`config.mk`:
```
export PLATFORM = sky130hd
export DESIGN_NAME = pt_uart_cmd
export DESIGN_NICKNAME = d
export VERILOG_FILES = /design/src/rtl/pt_pkg.sv /design/src/rtl/pt_uart_rx.sv /design/src/rtl/pt_uart_cmd.sv
export SDC_FILE = /design/constraint.sdc
export NUM_CORES = 1
export LEC_CHECK = 0
export BUFFER_PORTS_ARGS = -buffer_cell sky130_fd_sc_hd__buf_2
export CAP_MARGIN = 20
export CELL_PAD_IN_SITES_DETAIL_PLACEMENT = 1
export CELL_PAD_IN_SITES_GLOBAL_PLACEMENT = 2
export CORE_MARGIN = 2
export CORE_UTILIZATION = 35
export DETAILED_ROUTE_END_ITERATION = 10
export PLACE_DENSITY = 0.83
export SLEW_MARGIN = 20
export SYNTH_ARGS = -nofsm -noshare
export SYNTH_HDL_FRONTEND = slang
export SYNTH_SLANG_ARGS = --single-unit
```
`constraint.sdc`:
```
create_clock -name clk -period 2.8 [get_ports clk]
set_clock_uncertainty 0.15 [all_clocks]
set_input_delay 0.56 -clock clk [delete_from_list [all_inputs] [get_ports clk]]
set_output_delay 0.56 -clock clk [all_outputs]
set_load 0.05 [all_outputs]
```
`src/rtl/pt_pkg.sv`:
```
// Shared constants and state encodings for the PT2262 UART command front-end.
package pt_pkg;

  localparam logic [7:0] SYNC_BYTE = 8'hA5;
  localparam int         WORD_W    = 24;

  typedef enum logic [1:0] {
    CB_ZERO = 2'b00,
    CB_ONE  = 2'b01,
    CB_HIZ  = 2'b10,
    CB_OFF  = 2'b11
  } codebit_t;

  typedef enum logic [2:0] {
    P_SYNC, P_REP, P_D2, P_D1, P_D0, P_CHK
  } parse_state_t;

  typedef enum logic [1:0] {
    E_ARM, E_HOLD, E_WAIT
  } eng_state_t;

  typedef enum logic [1:0] {
    RX_IDLE, RX_START, RX_DATA, RX_STOP
  } rx_state_t;

  function automatic logic [7:0] frame_chk(input logic [7:0] rep, input logic [7:0] d2,
                                           input logic [7:0] d1, input logic [7:0] d0);
    return rep ^ d2 ^ d1 ^ d0;
  endfunction

endpackage

```
`src/rtl/pt_uart_rx.sv`:
```
// 8N1 UART receiver: 2-FF synchronizer, glitch-filtered start bit, centre sampling.
module pt_uart_rx
  import pt_pkg::*;
#(
  parameter int CLKS_PER_BIT = 16
) (
  input  logic       clk,
  input  logic       rst,
  input  logic       rx,
  output logic [7:0] rx_byte,
  output logic       byte_valid,
  output logic       stop_err,
  output logic       rx_busy
);

  localparam int CW = $clog2(CLKS_PER_BIT);

  logic            rx_meta, rx_sync, rx_prev;
  rx_state_t       state;
  logic [CW-1:0]   cnt;
  logic [2:0]      bit_idx;
  logic [7:0]      shreg;

  // Synchronizer resets to the idle line level so reset never looks like a start edge.
  // NOTE: sequential state uses non-blocking assignments so every register samples pre-edge values.
  always_ff @(posedge clk) begin
    if (rst) begin
      rx_meta <= 1'b1;
      rx_sync <= 1'b1;
      rx_prev <= 1'b1;
    end else begin
      rx_meta <= rx;
      rx_sync <= rx_meta;
      rx_prev <= rx_sync;
    end
  end

  always_ff @(posedge clk) begin
    if (rst) begin
      state      <= RX_IDLE;
      cnt        <= '0;
      bit_idx    <= '0;
      shreg      <= '0;
      rx_byte    <= '0;
      byte_valid <= 1'b0;
      stop_err   <= 1'b0;
    end else begin
      byte_valid <= 1'b0;
      stop_err   <= 1'b0;
      case (state)
        RX_IDLE: begin
          cnt <= '0;
          if (rx_prev && !rx_sync) state <= RX_START;
        end
        RX_START: begin
          if (cnt == CW'(CLKS_PER_BIT / 2 - 1)) begin
            cnt     <= '0;
            bit_idx <= '0;
            state   <= rx_sync ? RX_IDLE : RX_DATA;
          end else begin
            cnt <= cnt + 1'b1;
          end
        end
        RX_DATA: begin
          if (cnt == CW'(CLKS_PER_BIT - 1)) begin
            cnt     <= '0;
            shreg   <= {rx_sync, shreg[7:1]};
            bit_idx <= bit_idx + 1'b1;
            if (bit_idx == 3'd7) state <= RX_STOP;
          end else begin
            cnt <= cnt + 1'b1;
          end
        end
        RX_STOP: begin
          if (cnt == CW'(CLKS_PER_BIT - 1)) begin
            state <= RX_IDLE;
            if (rx_sync) begin
              rx_byte    <= shreg;
              byte_valid <= 1'b1;
            end else begin
              stop_err <= 1'b1;
            end
          end else begin
            cnt <= cnt + 1'b1;
          end
        end
        default: state <= RX_IDLE;
      endcase
    end
  end

  assign rx_busy = (state != RX_IDLE);

endmodule

```
`src/rtl/pt_uart_cmd.sv`:
```
// UART command parser and repeat engine driving ad/ld into pt_enc.
// Optional CHK byte enabled by defining PT_CMD_CHECKSUM_EN.
module pt_uart_cmd
  import pt_pkg::*;
#(
  parameter int CLKS_PER_BIT = 16,
  parameter int TIMEOUT_BITS = 20
) (
  input  logic              clk,
  input  logic              rst,
  input  logic              rx,
  input  logic              enc_done,
  output logic [WORD_W-1:0] ad,
  output logic              ld,
  output logic              busy,
  output logic              frame_ok,
  output logic              frame_err
);

  localparam int TO_CYCLES = TIMEOUT_BITS * CLKS_PER_BIT;
  localparam int TW        = $clog2(TO_CYCLES + 1);

  logic [7:0]        rx_byte;
  logic              byte_valid, stop_err, rx_busy;
  parse_state_t      pstate;
  eng_state_t        estate;
  logic [7:0]        rep_q, d2_q, d1_q;
  logic [TW-1:0]     timer;
  logic [7:0]        rem;
  logic              hold_cnt;
  logic              accept, chk_bad;
  logic [WORD_W-1:0] new_word;

  pt_uart_rx #(.CLKS_PER_BIT(CLKS_PER_BIT)) u_rx (
    .clk        (clk),
    .rst        (rst),
    .rx         (rx),
    .rx_byte    (rx_byte),
    .byte_valid (byte_valid),
    .stop_err   (stop_err),
    .rx_busy    (rx_busy)
  );

`ifdef PT_CMD_CHECKSUM_EN
  logic [7:0] d0_q;
`endif

  // NOTE: every always_comb output gets a default first, so no path can infer a latch.
  always_comb begin
    accept   = 1'b0;
    chk_bad  = 1'b0;
`ifdef PT_CMD_CHECKSUM_EN
    new_word = {d2_q, d1_q, d0_q};
    if (byte_valid && pstate == P_CHK) begin
      if (rx_byte == frame_chk(rep_q, d2_q, d1_q, d0_q)) accept  = 1'b1;
      else                                               chk_bad = 1'b1;
    end
`else
    new_word = {d2_q, d1_q, rx_byte};
    if (byte_valid && pstate == P_D0) accept = 1'b1;
`endif
  end

  // Timer only runs on an idle line mid-frame, so it measures the gap between bytes.
  always_ff @(posedge clk) begin
    if (rst) begin
      pstate    <= P_SYNC;
      rep_q     <= '0;
      d2_q      <= '0;
      d1_q      <= '0;
`ifdef PT_CMD_CHECKSUM_EN
      d0_q      <= '0;
`endif
      timer     <= '0;
      frame_err <= 1'b0;
    end else begin
      frame_err <= 1'b0;
      if (pstate == P_SYNC || rx_busy || byte_valid) timer <= '0;
      else                                           timer <= timer + 1'b1;

      if (stop_err) begin
        frame_err <= 1'b1;
        pstate    <= P_SYNC;
      end else if (byte_valid) begin
        case (pstate)
          P_SYNC: if (rx_byte == SYNC_BYTE) pstate <= P_REP;
          P_REP:  begin rep_q <= rx_byte; pstate <= P_D2; end
          P_D2:   begin d2_q  <= rx_byte; pstate <= P_D1; end
          P_D1:   begin d1_q  <= rx_byte; pstate <= P_D0; end
`ifdef PT_CMD_CHECKSUM_EN
          P_D0:   begin d0_q  <= rx_byte; pstate <= P_CHK; end
`else
          P_D0:   pstate <= P_SYNC;
`endif
          P_CHK:  begin frame_err <= chk_bad; pstate <= P_SYNC; end
          default: pstate <= P_SYNC;
        endcase
      end else if (timer == TW'(TO_CYCLES)) begin
        frame_err <= 1'b1;
        pstate    <= P_SYNC;
      end
    end
  end

  // A frame accepted while ARM fires still lets that ld out, but its REP overrides rem.
  always_ff @(posedge clk) begin
    if (rst) begin
      ad       <= '0;
      rem      <= '0;
      frame_ok <= 1'b0;
      ld       <= 1'b0;
      busy     <= 1'b0;
      estate   <= E_ARM;
      hold_cnt <= 1'b0;
    end else begin
      frame_ok <= accept;
      ld       <= 1'b0;
      busy     <= (rem != 8'd0) || !enc_done;
      case (estate)
        E_ARM: begin
          if (enc_done && rem != 8'd0) begin
            ld       <= 1'b1;
            rem      <= rem - 8'd1;
            hold_cnt <= 1'b0;
            estate   <= E_HOLD;
          end
        end
        E_HOLD: begin
          if (hold_cnt) estate   <= E_WAIT;
          else          hold_cnt <= 1'b1;
        end
        E_WAIT: if (enc_done) estate <= E_ARM;
        default: estate <= E_ARM;
      endcase
      if (accept) begin
        ad  <= new_word;
        rem <= rep_q;
      end
    end
  end

endmodule

```
Word level (Yosys, flattened, before mapping) --
Index checks and enable logic that the tools add are counted. Widths: inputs -> output; s select.
Word-level totals: flip-flop bits (word level) 105
Operators by class: $add $sub $neg 4, eq/ne operators 24, mux-type cells 34, bitwise operators 4, reductions and logical operators 33
Operators with widths (number):
- $mux 8 | 3
- $mux 2 | 9
- $reduce_and 3->1 | 6
- $pmux 4 s4 | 1
- $mux 3 | 5
- $mux 4 | 3
- $pmux 3 s4 | 1
- $reduce_bool 2->1 | 6
- $ne 2x1->1 const B | 5
- $add 9x1->9 const B | 1
- $eq 9x9->1 const B | 1
- $eq 8x8->1 const B | 1
- $mux 1 | 8
- $ne 2x2->1 const B | 4
- $pmux 2 s4 | 1
- $reduce_and 2->1 | 4
- $reduce_bool 8->1 | 1
- $sub 8x1->8 const B | 1
- $eq 2x2->1 const B | 3
- $eq 3x2->1 const B | 2
- $eq 3x3->1 const B | 2
- $pmux 2 s3 | 1
- $pmux 3 s2 | 1
- $reduce_or 2->1 | 3
- 16 further kinds | 26

Longest topological paths before layout --
depth in word-level cells 5, depth in mapped cells 7

By module --
A second synthesis with hierarchy kept.
Unflattened totals: cell total of the unflattened synthesis 461, area total of the unflattened synthesis 4271.6 µm²
By module, submodules not included:
- pt_uart_cmd | instances 1, cells each 334, area each 3046.7 µm²
- pt_uart_rx | instances 1, cells each 127, area each 1224.9 µm²

Worst setup path before layout --
No wires, ideal clock.
kind register to register, start point register u_rx.state[0], end point register with a tool-made name, arrival 1681 ps, data required time 2534 ps, slack 853 ps, stages on the path, launching flop included 7, path buffers 1, cells stage by stage dfxtp_1 > inv_1 > ha_1 > clkbuf_1 > a222oi_1 > a311oi_1 > a41o_1
RTL lines:
- start: declaration | RTL line pt_uart_rx.sv:19 | rx_state_t state;
- start signal: assignment | RTL line pt_uart_rx.sv:59 | state <= rx_sync ? RX_IDLE : RX_DATA;

==> metrics.yaml <==
status: "finished clean"
setup_violations: 0
totalWireLength_um: 9660
finalWeightedCongestion: 0.796
synth_simple_gate_area_share: 0.230
drt-wirelength-per-cell_um: 14.8
dr.max_layer_used: "met4"
post_cts_resized: 0
timing_max_transition_violations_final: 0
route.met2.wl_um: 4600
wirelength_met1_um: 4660
count_leader_synth: "sky130_fd_sc_hd__dfxtp_1"
maxCapViolCount: 0
clk_root_buf: "sky130_fd_sc_hd__clkbuf_16"
report.power.total_uw: 3640
fill_cells: 1410
fp.dieArea_mm2: 0.0130
cts_hold_buffers: 0
synthDistinctLibCells: 54
design.core.area_mm2: 0.0119
cp_data_required_time_ns: 2.89
port_buffers: 31
place_ws_ns: 0.567
synthesis.yosys.warnings: 0
synth_top_area_frac: 0.494
nets: 517
muxShareOfSynthArea: 0.0662
vias: 3327
netlist_area_mm2: 0.00425
synth_fa_ha_area_frac: 0.0353
fmax_mhz: 436
grt_total_usage: 0.160
crit_path_cell_trace: "inv_1 > ha_1 > mux2_2 > o22ai_1 > a311oi_1 > a41o_1"
first_global_vias: 3363
layout_worst_path_cycle_share: 0.819
synth_xor_area_frac: 0.0227
syn2layout_area_growth_pct: 14.5
compound_cell_area_share_of_the_yosys_netlist: 0.115
max_slew_margin: 0.605
drt_drc_violations_left: 0
cts-buffers-inserted: 9
rsz0062_at_grt: "false"
switching_power_uw: 981
power_frac_clock: 0.380
cp_peak_stage_delay_ns: 0.44
layout_min_cycle_time_ns: 2.29
number_of_detailed_routing_iterations_run_before_antenna_repair: 4
clk_pin_slew_ns: 0.07
die_y_um: 114
synth_top_cells_by_area: "sky130_fd_sc_hd__dfxtp_1 49%, sky130_fd_sc_hd__nand2_1 6.9%, sky130_fd_sc_hd__mux2i_1 6.4%"
layout-drive-gt1-share: 0.134
standard_cell_row_count: 40
final_design_instance_area_without_fill_mm2: 0.00487
initialDrtViolationCount: 107
synth_top_cells_by_count: "105 x sky130_fd_sc_hd__dfxtp_1, 78 x sky130_fd_sc_hd__nand2_1, 54 x sky130_fd_sc_hd__nor2_1"
total_area_of_multi_input_combinational_cells_mm2: 0.00200
clock_tree.htree_level_count: 3
route.met3.wl_um: 321
synth.ff_latch_count: 105
cp.arrival_ns: 2.38
final_hold_viol_count: 0
timing.critical_path.slowest_stage_cell: "sky130_fd_sc_hd__dfxtp_1"
postLayoutSetupSlackWorst_ns: 0.507
clkLatencyLatePin_ns: 0.35
grt_start_max_net_pins: 32
synth_enable_flop_cells: 0
die_w_um: 114
syn_area_per_cell_um2: 8.91
synth_top_area_cell: "sky130_fd_sc_hd__dfxtp_1"
grt_antenna_before_repair: 0
setup_tns_ns: 0
timing.setup.critical_path_class: "reg -> reg"
post_cts.repair.setup_buffers: 0
dpl-instance-area_mm2: 0.00454
synth_top_family_by_area: "simple AND/OR/NAND/NOR gates"
grt_remaining_overflow: 0
seq_power_share: 0.453
postSynth.topFlopCell: "sky130_fd_sc_hd__dfxtp_1"
clock_tree_from_tritoncts: "yes"
ff_latch_area_mm2: 0.00210
postSynth.asyncResetShare: 0
tightest_slew_ns: 0.593
antenna-diode-count: 0
worstSetupStartpointType: "flip-flop"
synth_nets: 493
grt_first_pass_wirelength_um: 16500
ys_seq_area_frac: 0.494
critPathCaptureType: "flip-flop"
netSwitchingFraction: 0.269
vias_per_cell: 5.09
antenna_violating_nets_post_route: 0
worstHoldPathType: "in -> reg"
netlist_instances: 477
total_leakage_power_uw: 0.00193
combinationalPowerShare: 0.167
power.ir.vdd_worst_v: 0.000381
cell_internal_pwr_uw: 2660
place_hpwl_um: 6830
cp_max_fo: 11
power-per-cell-area_mw_per_mm2: 748
cts.sink_count: 105
initial_core_util: 0.357
cts_max_path_buffers: 2
ios: 32
-- through the flow --
step | util | cells | hold slack [ns]
after floorplan | - | 477 | 0.239
after global placement | 0.381 | 637 | 0.244
after detailed placement | 0.381 | 637 | 0.247
after CTS | 0.409 | 653 | 0.235
after global routing | 0.409 | 653 | 0.239
final | 0.409 | 653 | 0.246
-- metal layers --
metal / vias to the layer above / GRT usage
met5: - / 0
met4: 0 / 0.0366
met3: 7 / 0.0508
met2: 29 / 0.266
met1: 1603 / 0.204
li1: 1688 / -
-- power by group through the flow --
| stage | clock network, uW | registers [uW] | logic (uW) |
|---|---|---|---|
| 6_report | 1380 | 1650 | 607 |
| 2_1_floorplan | 0 | 1700 | 450 |
| 5_1_grt | 1490 | 1660 | 680 |
| 4_1_cts | 1430 | 1650 | 613 |
| 3_3_place_gp | 0 | 1680 | 581 |
| 3_5_place_dp | 0 | 1690 | 609 |
-- cells by family after synthesis --
family / count (synthesis)
adders and majority gates: 12
muxes: 28
and+or+nand+nor: 203
xor gates and xnor gates: 11
DFF: 105
AOI/OAI and AO/OA: 80
buffers and inverters: 38
-- placed cells by master, fill, tap and decap left out, drive strengths merged, types with 2 or more instances in the layout --
master	synthesis	final
xnor2	5	5
nor4	5	5
a211oi	8	8
nor3b	5	5
buf	10	38
nor2b	3	3
dfxtp	105	105
clkinvlp	0	2
clkbuf	15	12
a21oi	54	54
and4	3	3
o21ai	4	4
bufinv	0	2
and3	5	5
a311oi	2	2
or4	3	3
nor2	54	54
nand4	4	4
nor3	9	9
nand2	78	78
or2	3	3
or3b	2	2
xor2	6	6
inv	13	13
nand3	21	21
a32oi	2	2
mux2i	27	27
nand2b	2	2
ha	12	12
-- cell type report --
| class | count | share of cell area |
|---|---|---|
| Sequential cell | 105 | 0.432 |
| Tap cell | 147 | 0.0378 |
| Timing Repair Buffer | 38 | 0.0427 |
| Clock inverter | 4 | 0.0154 |
| Multi-Input combinational cell | 334 | 0.410 |
| Inverter | 13 | 0.0100 |
| Clock buffer | 12 | 0.0527 |
-- final timing paths --
path                              startpoint                       to  slack (ns)  cells after the start
setup / recovery  u_rx.state[0]$_SDFFE_PP0P_                flip-flop        0.51                      6
hold reg to reg      u_rx.rx_meta$_SDFF_PP1_  u_rx.rx_sync$_SDFF_PP1_        0.26                      1
setup reg to reg  u_rx.state[0]$_SDFFE_PP0P_                flip-flop        0.51                      6
hold / removal                            rx  u_rx.rx_meta$_SDFF_PP1_        0.25                      2
-- critical path: cells and delay by family (launching register included) --
| family | cells | cell delay (ns) |
|---|---|---|
| multiplexers | 1 | 0.33 |
| adder cells (fa/ha/maj) | 1 | 0.34 |
| flip-flops | 1 | 0.44 |
| AO/OA/AOI/OAI | 3 | 0.81 |
| buffers and inverters | 1 | 0.12 |
-- flip-flops by register name, summed over array words and instances (netlist names), 2 cells and up, named ones only --
signal,count
rep_q,8
u_rx.cnt,4
u_rx.shreg,8
u_rx.rx_byte,8
d2_q,8
estate,2
u_rx.bit_idx,3
rem,8
ad,24
pstate,3
timer,9
d1_q,8
Note: power is estimated with default switching activity, not from simulation.
